$ cat config.mk
export PLATFORM = sky130hd
export DESIGN_NAME = tx_rd_mem_arb
export DESIGN_NICKNAME = d
export VERILOG_FILES = /design/src/rtl/tx_rd_mem_arb.sv
export SDC_FILE = /design/constraint.sdc
export NUM_CORES = 1
export LEC_CHECK = 0
export ABC_AREA = 1
export BUFFER_PORTS_ARGS = -buffer_cell sky130_fd_sc_hd__buf_2
export CORE_AREA = 4 4 105 107
export CTS_BUF_LIST = sky130_fd_sc_hd__clkbuf_4
export DETAILED_ROUTE_END_ITERATION = 6
export DIE_AREA = 0 0 109 111
export PLACE_DENSITY = 0.61
export SETUP_SLACK_MARGIN = 0.2
export SYNTH_ARGS = -nofsm -noshare
export SYNTH_HDL_FRONTEND = slang
export SYNTH_SLANG_ARGS = --single-unit
export TNS_END_PERCENT = 30
$ cat constraint.sdc
create_clock -name clk -period 1.8 [get_ports clk]
set_input_delay 0.18 -clock clk [delete_from_list [all_inputs] [get_ports clk]]
set_output_delay 0.18 -clock clk [all_outputs]
set_load 0.005 [all_outputs]
$ cat src/rtl/tx_rd_mem_arb.sv
// Round-robin arbiter sharing one tx_rd_mem engine; requests pass through combinationally, return data is steered by an in-order tag FIFO.
// Zero-latency request/data paths; requests stall when the tag FIFO is full, and data stalls on the head requester's ready or while no tag is queued.
`ifndef FLOW_ID_W
`define FLOW_ID_W 8
`endif
`ifndef PAYLOAD_PTR_W
`define PAYLOAD_PTR_W 16
`endif
`ifndef MSG_DATA_SIZE_WIDTH
`define MSG_DATA_SIZE_WIDTH 16
`endif
`ifndef MAC_INTERFACE_W
`define MAC_INTERFACE_W 64
`endif
`ifndef MAC_PADBYTES_W
`define MAC_PADBYTES_W 3
`endif

module tx_rd_mem_arb #(
    parameter int NUM_SRCS        = 2,
    parameter int MAX_OUTSTANDING = 4
) (
    input  logic                                          clk,
    input  logic                                          rst_n,
    input  logic [NUM_SRCS-1:0]                           src_arb_req_val,
    input  logic [NUM_SRCS*`FLOW_ID_W-1:0]                src_arb_req_flowid,
    input  logic [NUM_SRCS*`PAYLOAD_PTR_W-1:0]            src_arb_req_offset,
    input  logic [NUM_SRCS*`MSG_DATA_SIZE_WIDTH-1:0]      src_arb_req_size,
    output logic [NUM_SRCS-1:0]                           arb_src_req_rdy,
    output logic                                          arb_rd_mem_req_val,
    output logic [`FLOW_ID_W-1:0]                         arb_rd_mem_req_flowid,
    output logic [`PAYLOAD_PTR_W-1:0]                     arb_rd_mem_req_offset,
    output logic [`MSG_DATA_SIZE_WIDTH-1:0]               arb_rd_mem_req_size,
    input  logic                                          rd_mem_arb_req_rdy,
    input  logic                                          rd_mem_arb_data_val,
    input  logic [`MAC_INTERFACE_W-1:0]                   rd_mem_arb_data,
    input  logic                                          rd_mem_arb_data_last,
    input  logic [`MAC_PADBYTES_W-1:0]                    rd_mem_arb_data_padbytes,
    output logic                                          arb_rd_mem_data_rdy,
    output logic [NUM_SRCS-1:0]                           arb_dst_data_val,
    output logic [`MAC_INTERFACE_W-1:0]                   arb_dst_data,
    output logic                                          arb_dst_data_last,
    output logic [`MAC_PADBYTES_W-1:0]                    arb_dst_data_padbytes,
    input  logic [NUM_SRCS-1:0]                           dst_arb_data_rdy,
    output logic [$clog2(MAX_OUTSTANDING):0]              arb_outstanding_cnt
);
    localparam int IDX_W = $clog2(NUM_SRCS);
    localparam int PTR_W = $clog2(MAX_OUTSTANDING);
    localparam int CNT_W = $clog2(MAX_OUTSTANDING) + 1;
    localparam int FW    = `FLOW_ID_W;
    localparam int PW    = `PAYLOAD_PTR_W;
    localparam int SW    = `MSG_DATA_SIZE_WIDTH;

    logic [IDX_W-1:0] rr_ptr_q, rr_ptr_d;
    logic             lock_vld_q, lock_vld_d;
    logic [IDX_W-1:0] lock_idx_q, lock_idx_d;
    logic [IDX_W-1:0] tag_mem_q [MAX_OUTSTANDING];
    logic [IDX_W-1:0] tag_mem_d [MAX_OUTSTANDING];
    logic [PTR_W-1:0] wr_ptr_q, wr_ptr_d, rd_ptr_q, rd_ptr_d;
    logic [CNT_W-1:0] cnt_q, cnt_d;

    logic             any_vld, fifo_full, fifo_empty, push, pop;
    logic [IDX_W-1:0] rr_win, winner, head, srch_idx;

    // Round-robin search from rr_ptr upward, wrapping at NUM_SRCS-1.
    always_comb begin
        any_vld  = 1'b0;
        rr_win   = rr_ptr_q;
        srch_idx = rr_ptr_q;
        for (int k = 0; k < NUM_SRCS; k++) begin
            if (!any_vld && src_arb_req_val[srch_idx]) begin
                any_vld = 1'b1;
                rr_win  = srch_idx;
            end
            if (srch_idx == IDX_W'(NUM_SRCS - 1)) srch_idx = '0;
            else                                  srch_idx = srch_idx + 1'b1;
        end
    end

    assign winner     = lock_vld_q ? lock_idx_q : rr_win;
    assign fifo_full  = (cnt_q == CNT_W'(MAX_OUTSTANDING));
    assign fifo_empty = (cnt_q == '0);
    assign head       = tag_mem_q[rd_ptr_q];

    assign arb_rd_mem_req_val    = rst_n & any_vld & ~fifo_full;
    assign arb_rd_mem_req_flowid = src_arb_req_flowid[int'(winner)*FW +: FW];
    assign arb_rd_mem_req_offset = src_arb_req_offset[int'(winner)*PW +: PW];
    assign arb_rd_mem_req_size   = src_arb_req_size[int'(winner)*SW +: SW];
    assign arb_src_req_rdy       = (rst_n & any_vld & rd_mem_arb_req_rdy & ~fifo_full)
                                   ? (NUM_SRCS'(1) << winner) : '0;

    assign arb_rd_mem_data_rdy   = rst_n & ~fifo_empty & dst_arb_data_rdy[head];
    assign arb_dst_data_val      = (rst_n & ~fifo_empty & rd_mem_arb_data_val)
                                   ? (NUM_SRCS'(1) << head) : '0;
    assign arb_dst_data          = rd_mem_arb_data;
    assign arb_dst_data_last     = rd_mem_arb_data_last;
    assign arb_dst_data_padbytes = rd_mem_arb_data_padbytes;
    assign arb_outstanding_cnt   = cnt_q;

    assign push = arb_rd_mem_req_val & rd_mem_arb_req_rdy;
    assign pop  = rd_mem_arb_data_val & arb_rd_mem_data_rdy & rd_mem_arb_data_last;

    always_comb begin
        lock_vld_d = arb_rd_mem_req_val & ~rd_mem_arb_req_rdy;
        lock_idx_d = winner;
        rr_ptr_d   = rr_ptr_q;
        tag_mem_d  = tag_mem_q;
        wr_ptr_d   = wr_ptr_q;
        rd_ptr_d   = rd_ptr_q;
        cnt_d      = cnt_q;
        if (push) begin
            rr_ptr_d            = (winner == IDX_W'(NUM_SRCS - 1)) ? '0 : winner + 1'b1;
            tag_mem_d[wr_ptr_q] = winner;
            wr_ptr_d            = wr_ptr_q + 1'b1;
        end
        if (pop) rd_ptr_d = rd_ptr_q + 1'b1;
        if (push && !pop)      cnt_d = cnt_q + 1'b1;
        else if (pop && !push) cnt_d = cnt_q - 1'b1;
    end

    always_ff @(posedge clk or negedge rst_n) begin
        if (!rst_n) begin
            rr_ptr_q   <= '0;
            lock_vld_q <= 1'b0;
            lock_idx_q <= '0;
            wr_ptr_q   <= '0;
            rd_ptr_q   <= '0;
            cnt_q      <= '0;
            for (int i = 0; i < MAX_OUTSTANDING; i++) tag_mem_q[i] <= '0;
        end else begin
            rr_ptr_q   <= rr_ptr_d;
            lock_vld_q <= lock_vld_d;
            lock_idx_q <= lock_idx_d;
            wr_ptr_q   <= wr_ptr_d;
            rd_ptr_q   <= rd_ptr_d;
            cnt_q      <= cnt_d;
            tag_mem_q  <= tag_mem_d;
        end
    end
endmodule

==> results.toml, run 1 <==
[drt]
wl_per_cell_um = 13.74
vias = 2215
drcViolationCount = 0
wirelength_mm = 7.473
firstDrtPassIters = 4
drtAntennaViolNets = 0
drt_iter0_drc = 54
via_per_inst = 4.072

[global_route]
overflow = 0
antenna_found_initial = 0
grtUsageTotal = 0.1082
grt_pass1_wl_mm = 10.57
grt_pass1_vias = 2268
grt_max_degree = 20

[finish]
final_core_util = 0.3038
area_delta_synth_final_pct = 69.44
post_layout_nonfiller_instances = 544
antenna_cells = 0
fin_nets = 571
drive_gt1_frac = 0.6324
final_cell_area_mm2 = 0.003080

[job]
maxCapViolations = 0

[placed_design]
dp.cells = 506
post_dp_cell_area_mm2 = 0.002251
dpl.hpwl_mm = 4.641
gp_congestion = 0.7305
numPortBuffers = 138

[setup_path]
critPathMaxStageDelay_ps = 430
end_kind = "register"
worstSetupPathType = "reg2reg"
start_kind = "register"
worstPathRequired_ps = 1970
worstPathCellList = "inv_2 -> nand2_2 -> nand2_2 -> nand2_2 -> nand2_2 -> nor2_4 -> nor2_4 -> nand3_4 -> ha_4 -> inv_4 -> fa_2 -> nor2_1 -> a21oi_1"
critPathArrivalTime_ps = 2190
slowest_stage = "dfrtp_1"
critPathMaxFanout = 5
r2r_slack_ps = -220
crit_top_cell = "nand2_2"

[power_and_ir_drop]
finalPower_w = 0.003891
irDropWorstVdd_mv = 0.2785
p_per_area_mw_per_mm2 = 1263
p_leak_nw = 1.760

[clocking]
clockBufferDepth = 2
clkTransAtPathRegs_ps = 90
cts_buffers = 3
htree_levels = 1
numClockSinks = 14
cts-root-buf = "clkbuf_4"
clk_latency_ps = 280
cts_tree = "done"

[floorplanning]
design.die.area_mm2 = 0.01210
die_h_um = 111
rows = 37
ios = 273
core_area_mm2 = 0.01014
die_w_um = 109
start_util = 0.1793

[sta]
hold_viol_final = 0
hold-worst-slack_ps = 67.70
fin_ws_ps = -223.4
max_freq_mhz = 494.2
period_share = 1.124
post-route-min-period_ps = 2023
setup_violations = 2
slew_headroom = 0.8771
grt_setup_unrepaired = "true"
tightest_slew_ps = 184.4
fin_skew_ps = 6.940
finalMaxSlewViolations = 0

[synth]
yosysMostFrequentCell = "nand2_1"
synthSimpleGateAreaFrac = 0.3655
ys_seq_area_frac = 0.1927
yosys.area.top_type = "nand2_1"
synth.top_cell.area_share = 0.2911
synthMuxAreaShare = 0
synth-edff-count = 0
synth_adder_area_share = 0.04542
ys_seq_elements = 14
netlist_area_mm2 = 0.001818
synth_top_family_by_area = "simple AND/OR/NAND/NOR gates"
synth_cell_types = 21
syn_area_per_cell_um2 = 6.142
synthArstFlopShare = 1.000
synthCells = 296
synth-compound-area-share = 0.04198
synth_area_leaders = "nand2_1, buf_4, dfrtp_1, ha_1, a21oi_1"
ys.flop_type = "dfrtp_1"
synth_xor_area_frac = 0.01445
ys_warn_count = 0
netlist_top_cells_count = "nand2_1, buf_4, dfrtp_1"
syn_nets = 458

[worst_hold_path]
min_path_type = "in2reg"

[status]
status = "finished, violations left"
violations = "negative setup slack"
[repair_timing]
| action | 4_1_cts | 5_1_grt |
|---|---|---|
| endpoints found under the hold margin | 14 | 0 |
| setup buffers | 11 | 11 |
| gates cloned | 6 | 5 |
| hold buffers | 1 | 0 |
| resized for setup | 57 | 40 |
| endpoints found under the setup margin | 42 | 48 |
| pin swaps | 49 | 19 |
[per-stage QoR]
stage / setup TNS [ps] / setup WS [ps]
3_3_place_gp: -147.7 / -108.3
5_1_grt: -1174 / -290.8
4_1_cts: -441.2 / -112.3
3_5_place_dp: -240.3 / -154.3
6_report: -356.4 / -223.4
2_1_floorplan: -131.6 / -69.48
[power breakdown]
group          internal [W]  switching [W]
Combinational       0.00167        0.00146
Sequential         0.000460       0.000114
Clock             0.0000804       0.000104
Total               0.00221        0.00168
[kinds of logic after synthesis]
kind of cell / Yosys count
buffers and inverters: 94
xor gates and xnor gates: 3
and+or+nand+nor: 164
DFF: 14
AOI/OAI and AO/OA: 15
adders and majority gates: 6
[area by class of cell]
| type | count | area (µm²) |
|---|---|---|
| Timing Repair Buffer | 184 | 1359 |
| Multi-Input combinational cell | 188 | 1092 |
| Tap cell | 136 | 170.2 |
| Clock inverter | 1 | 3.754 |
| Sequential cell | 14 | 350.3 |
| Clock buffer | 3 | 22.52 |
| Fill cell | 1103 | 7058 |
| Inverter | 18 | 82.58 |
[critical path: cells and delay by family (launching register included)]
kind                     cells  cell delay, ps
adder cells (fa/ha/maj)      2             590
buffers and inverters        2             150
AND/OR/NAND/NOR              8             680
AO/OA/AOI/OAI                1              50
flip-flops                   1             430
[layer usage]
metal / vias up / GRT usage / share of wire
li1: 1058 / - / -
met1: 983 / 0.1236 / 0.38
met2: 146 / 0.1847 / 0.49
met3: 28 / 0.03494 / 0.11
met4: 0 / 0.04040 / 0.023
met5: - / 0 / 0
[layout by cell type (no fill, tap or decap), types with 5 or more instances in the layout]
master / synthesis / final
a21oi_1: 12 / 10
nor2_1: 8 / 5
dfrtp_1: 14 / 14
nand3_1: 5 / 5
buf_4: 68 / 23
nor2_4: 2 / 5
inv_1: 13 / 10
buf_2: 8 / 134
nand2_1: 141 / 93
nand2_2: 3 / 40
buf_16: 0 / 6
inv_2: 5 / 6
buf_6: 0 / 8
nand2_4: 0 / 11
buf_12: 0 / 6
[registers in the layout, summed over array words and instances (netlist names)]
name / cells
wr_ptr_q: 2
lock_vld_q: 1
tag_mem_q: 4
arb_outstanding_cnt: 3
rr_ptr_q: 1
rd_ptr_q: 2
lock_idx_q: 1
[final timing paths]
kind,from,to,depth (start not counted)
setup / recovery,rd_ptr_q[0],arb_outstanding_cnt[1],13
hold / removal,rd_mem_arb_req_rdy,lock_vld_q,2
setup reg to reg,rd_ptr_q[0],arb_outstanding_cnt[1],13
hold reg to reg,rd_ptr_q[1],rd_ptr_q[1],2
max in group asynchronous,rst_n,lock_vld_q,3
min in group asynchronous,rst_n,tag_mem_q[2],3
(Power assumes the default switching activity.)
==> run 2, diff against run 1 <==
- SETUP_SLACK_MARGIN: 0.2 -> 0.4
- SLEW_MARGIN: default -> 30
==> run 2 against run 1 <==
Utilization is 0.11 points higher. Setup slack better by 4.2 ps. Critical path type unchanged. Die area stayed put. The run still ends with negative setup slack left. Global-route usage stayed put. Sequential power hardly changed.
==> results.toml, run 2 (synthesis gave the netlist of run 1 again) <==
[global_route]
top_usage_layer = "met2"
grt_pass1_wl_mm = 10.57
grtUsageMet2 = 0.1847
grtUsageTotal = 0.1082
antenna_found_initial = 0
overflow = 0
met3_usage = 0.03494
grt_util_met1 = 0.1236
grt_pass1_vias = 2268
grt_max_degree = 20

[power_and_ir_drop]
p_leak_nw = 1.765
irDropWorstVdd_mv = 0.2642
p_per_area_mw_per_mm2 = 1263
finalPower_w = 0.003906

[setup_path]
critPathMaxFanout = 5
start_kind = "register"
critical_path.startpoint = "rd_ptr_q[0]"
end_kind = "register"
worstSetupPathType = "reg2reg"
ff2ff_path_depth = 13
r2r_slack_ps = -220
worstPathRequired_ps = 1970
r2r-start = "rd_ptr_q[0]"
critPathArrivalTime_ps = 2190
r2r-end = "arb_outstanding_cnt[1]"

[floorplanning]
die_h_um = 111
start_util = 0.1793
die_w_um = 109
rows = 37
ios = 273
core_area_mm2 = 0.01014
design.die.area_mm2 = 0.01210

[sta]
period_share = 1.122
grt_setup_unrepaired = "true"
tns_ps = -348.0
tightest_slew_ps = 186.0
fin_skew_ps = 6.018
post-route-min-period_ps = 2019
finalMaxSlewViolations = 0
max_freq_mhz = 495.2
slew_headroom = 0.8760
hold_viol_final = 0
setup_violations = 2
fin_ws_ps = -219.2

[finish]
register_area_um2 = 350.3
antenna_cells = 0
final_core_util = 0.3049
drive_gt1_frac = 0.6373
area_delta_synth_final_pct = 70.06
fin_nets = 571
final_common_cell = "buf_2"
largest_reg_flops = 4
mostFrequentLayoutCells = "buf_2, nand2_1, nand2_2, buf_4, dfrtp_1"
top_register = "tag_mem_q"
fill_cells = 1100
multi_input_area_mm2 = 0.001104

[clocking]
cts-root-buf = "clkbuf_4"
htree_levels = 1
clkTransAtPathRegs_ps = 90
clockBufferDepth = 2
clk_latency_ps = 280
cts_tree = "done"
cts_buffers = 3
numClockSinks = 14

[drt]
wirelength_mm = 7.482
drtAntennaViolNets = 0
wl_per_cell_um = 13.75
drcViolationCount = 0
via_per_inst = 4.063
drt_iter0_drc = 32
vias = 2210
firstDrtPassIters = 4

[placed_design]
dpl.hpwl_mm = 4.641
gp_congestion = 0.7305
numPortBuffers = 138

[status]
violations = "negative setup slack"
status = "finished, violations left"

[worst_hold_path]
hold_start = "rd_mem_arb_req_rdy"
min_path_type = "in2reg"
hold_depth = 2
hold_path_end = "lock_vld_q"

[job]
maxCapViolations = 0
-- run 2: cell count changes in the layout (fill, tap and decap cells not counted) --
cell	before	now
a21oi_1	10	9
a21oi_2	2	3
nand2_1	93	92
nand2_4	11	12
-- run 2: final cells by class --
class	count	area share
repair buffers	184	0.4395
multi-input cells	188	0.3569
flip-flops and latches	14	0.1133
well taps	136	0.05504
inverters	18	0.02671
clock buffers	3	0.007284
clock inverters	1	0.001214
-- run 2: critical path, stage by stage, from the launching register on --
cell     delay (ps)
dfrtp_1         430
inv_2           100
nand2_2          70
nand2_2          70
nand2_2          60
nand2_2         100
nor2_4           40
nor2_4          130
nand3_4          90
ha_4            170
inv_4            50
fa_2            420
nor2_1          120
a21oi_1          50
-- run 2: layer usage --
layer  vias up  routed length, µm
met1       981               2858
met2       143               3659
met3        30                781
met5         -                  0
met4         0                182
li1       1056                  -
-- run 2: stage by stage --
step / std cells / worst slack, ps / hold WS (ps) / cell area [µm²]
after floorplan: 296 / -69.48 / -115.6 / 1838
after global placement: 506 / -108.3 / 136.1 / 2251
after detailed placement: 506 / -154.3 / 138.5 / 2251
after CTS: 528 / -112.3 / 63.16 / 2725
after global routing: 544 / -293.4 / 47.75 / 3092
final: 544 / -219.2 / 66.90 / 3092
-- run 2: worst max-delay path by stage --
| stage | to | slack, ps | cells after the start |
|---|---|---|---|
| global placement | arb_outstanding_cnt[2] | -110 | 15 |
| CTS | arb_outstanding_cnt[1] | -110 | 13 |
| finish | arb_outstanding_cnt[1] | -220 | 13 |
| detailed placement | arb_outstanding_cnt[2] | -150 | 15 |
| floorplan | arb_outstanding_cnt[2] | -70 | 15 |
| global route | arb_outstanding_cnt[1] | -290 | 13 |
-- run 2: what timing repair did --
action / in CTS / in global routing
hold buffers: 1 / 0
endpoints found under the setup margin: 48 / 54
buffers inserted: 11 / 11
gates cloned: 6 / 5
endpoints found under the hold margin: 14 / 0
pin swaps: 49 / 18
resized for setup: 58 / 42
-- run 2: power by group --
| group | switching (W) | internal (W) | leakage (nW) | total [W] |
|---|---|---|---|---|
| sequential | 0.000117 | 0.000460 | 0.164 | 0.000577 |
| clock | 0.000103 | 0.0000804 | 0.0154 | 0.000184 |
| combinational | 0.00147 | 0.00168 | 1.59 | 0.00314 |
==> run 3, diff against run 2 <==
- CAP_MARGIN: default -> 20
- REMOVE_ABC_BUFFERS: default -> 1
==> run 3 against run 2 <==
The run still ends with negative setup slack left. Via count rose by 7.5%. Utilization rose by 1.6 points. Non-clock buffer count rose by 1. Combinational power rose by 11%. Worst hold slack improved by 17 ps. Routed wire length rose by 73%. Sequential power fell by 0.7%. Critical path type unchanged. Largest cell class unchanged.
==> results.toml, run 3 (synthesis gave the netlist of run 1 again) <==
[status]
status = "finished, violations left"
violations = "negative setup slack"

[clocking]
cts_tree = "done"
clockBufferDepth = 2
numClockSinks = 14
clk_latency_ps = 280
cts-root-buf = "clkbuf_4"
htree_levels = 1
cts_buffers = 3
clkTransAtPathRegs_ps = 90

[placed_design]
dpl.hpwl_mm = 9.455
numPortBuffers = 138
post_dp_cell_area_mm2 = 0.002246
gp_congestion = 0.8595
dp.cells = 508

[setup_path]
worstPathRequired_ps = 1970
end_kind = "register"
critPathMaxStageDelay_ps = 430
critPathBufInv = 2
critPathArrivalTime_ps = 2120
r2r_slack_ps = -150
worstPathCellList = "inv_2 -> nand2_2 -> nand2_2 -> nand2_2 -> nand2_2 -> nor2_4 -> nor2_4 -> nand3_2 -> ha_4 -> inv_2 -> fa_2 -> nor2_1 -> a21oi_1"
start_kind = "register"
slowest_stage = "dfrtp_1"
cp_top_family = "simple AND/OR/NAND/NOR gates"
critPathMaxFanout = 5
crit_top_cell = "nand2_2"
worstSetupPathType = "reg2reg"

[drt]
wirelength_mm = 12.97
via_per_inst = 4.360
drcViolationCount = 0
drtAntennaViolNets = 0
vias = 2376
firstDrtPassIters = 4
drt_iter0_drc = 96
wl_per_cell_um = 23.80

[sta]
fin_skew_ps = 3.117
finalMaxSlewViolations = 0
setup_violations = 2
slew_headroom = 0.8691
grt_setup_unrepaired = "true"
hold_viol_final = 0
max_freq_mhz = 512.1
fin_ws_ps = -152.7
tightest_slew_ps = 196.3
post-route-min-period_ps = 1953
period_share = 1.085

[finish]
drive_gt1_frac = 0.6797
largest_reg_flops = 4
post_layout_nonfiller_instances = 545
top_register = "tag_mem_q"
fin_nets = 572
area_delta_synth_final_pct = 78.73
antenna_cells = 0
final_cell_area_mm2 = 0.003249
mostFrequentLayoutCells = "buf_2, nand2_1, nand2_2, buf_6, nand2_4"
final_common_cell = "buf_2"

[floorplanning]
start_util = 0.1793
ios = 273
die_h_um = 111
core_area_mm2 = 0.01014
die_w_um = 109
rows = 37
design.die.area_mm2 = 0.01210

[power_and_ir_drop]
p_per_area_mw_per_mm2 = 1305
p_leak_nw = 1.827
irDropWorstVdd_mv = 0.3988

[global_route]
overflow = 0
grt_pass1_wl_mm = 17.54
antenna_found_initial = 0
grt_max_degree = 15
grt_pass1_vias = 2463
grtUsageTotal = 0.2070

[worst_hold_path]
min_path_type = "in2reg"

[job]
maxCapViolations = 0
## run 3: cell count changes in the layout (fill, tap and decap cells not counted), sizes merged
cell / delta
buf: +5
clkbuf: -4
## run 3: cell type report
type | count | area, µm²
multi-input combinational | 188 | 1161
fill | 1090 | 6889
timing repair buffer | 185 | 1466
inverter | 18 | 75.07
tap | 136 | 170.2
sequential | 14 | 350.3
clock buffer | 3 | 22.52
clock inverter | 1 | 3.754
## run 3: final timing paths
check,end,depth (start not counted),from
min in group asynchronous,rd_ptr_q[0],3,rst_n
worst max-delay path,arb_outstanding_cnt[1],13,rd_ptr_q[0]
max in group asynchronous,arb_outstanding_cnt[2],3,rst_n
worst min register to register,tag_mem_q[2],2,tag_mem_q[2]
worst min-delay path,lock_vld_q,2,rd_mem_arb_req_rdy
worst max register to register,arb_outstanding_cnt[1],13,rd_ptr_q[0]
## run 3: timing repair
item                                    4_1_cts  5_1_grt
gates cloned                                 11        0
resized for setup                           129       20
hold endpoints to repair                     14        0
hold buffers                                  1        0
buffers inserted                             19        2
pin swaps                                    63       15
endpoints found under the setup margin       48       56
## run 3: stage by stage
| stage | hold WS [ps] | setup TNS, ps | total power, W | setup WS, ps | utilization |
|---|---|---|---|---|---|
| floorplan | -115.6 | -9285 | 0.001487 | -265.0 | - |
| global placement | 154.2 | -187.3 | 0.002333 | -108.2 | 0.2215 |
| detailed placement | 159.8 | -298.4 | 0.002371 | -163.6 | 0.2215 |
| CTS | 79.51 | -258.2 | 0.004141 | -145.3 | 0.3112 |
| global route | 81.17 | -2518 | 0.004599 | -274.1 | 0.3205 |
| finish | 84.37 | -267.8 | 0.004242 | -152.7 | 0.3205 |
## run 3: where the power goes
group          leakage [nW]  internal [W]  switching, W  total [W]
sequential            0.164      0.000461      0.000113   0.000573
clock                0.0154     0.0000803      0.000107   0.000188
combinational          1.65       0.00187       0.00161    0.00348
## run 3: per-layer routing
layer  track usage  vias to the layer above  share of wire
li1              -                     1064              -
met1        0.2506                     1050           0.39
met2        0.2756                      244           0.38
met3        0.1817                       12           0.20
met4       0.01684                        6         0.0088
met5        0.1116                        -          0.012
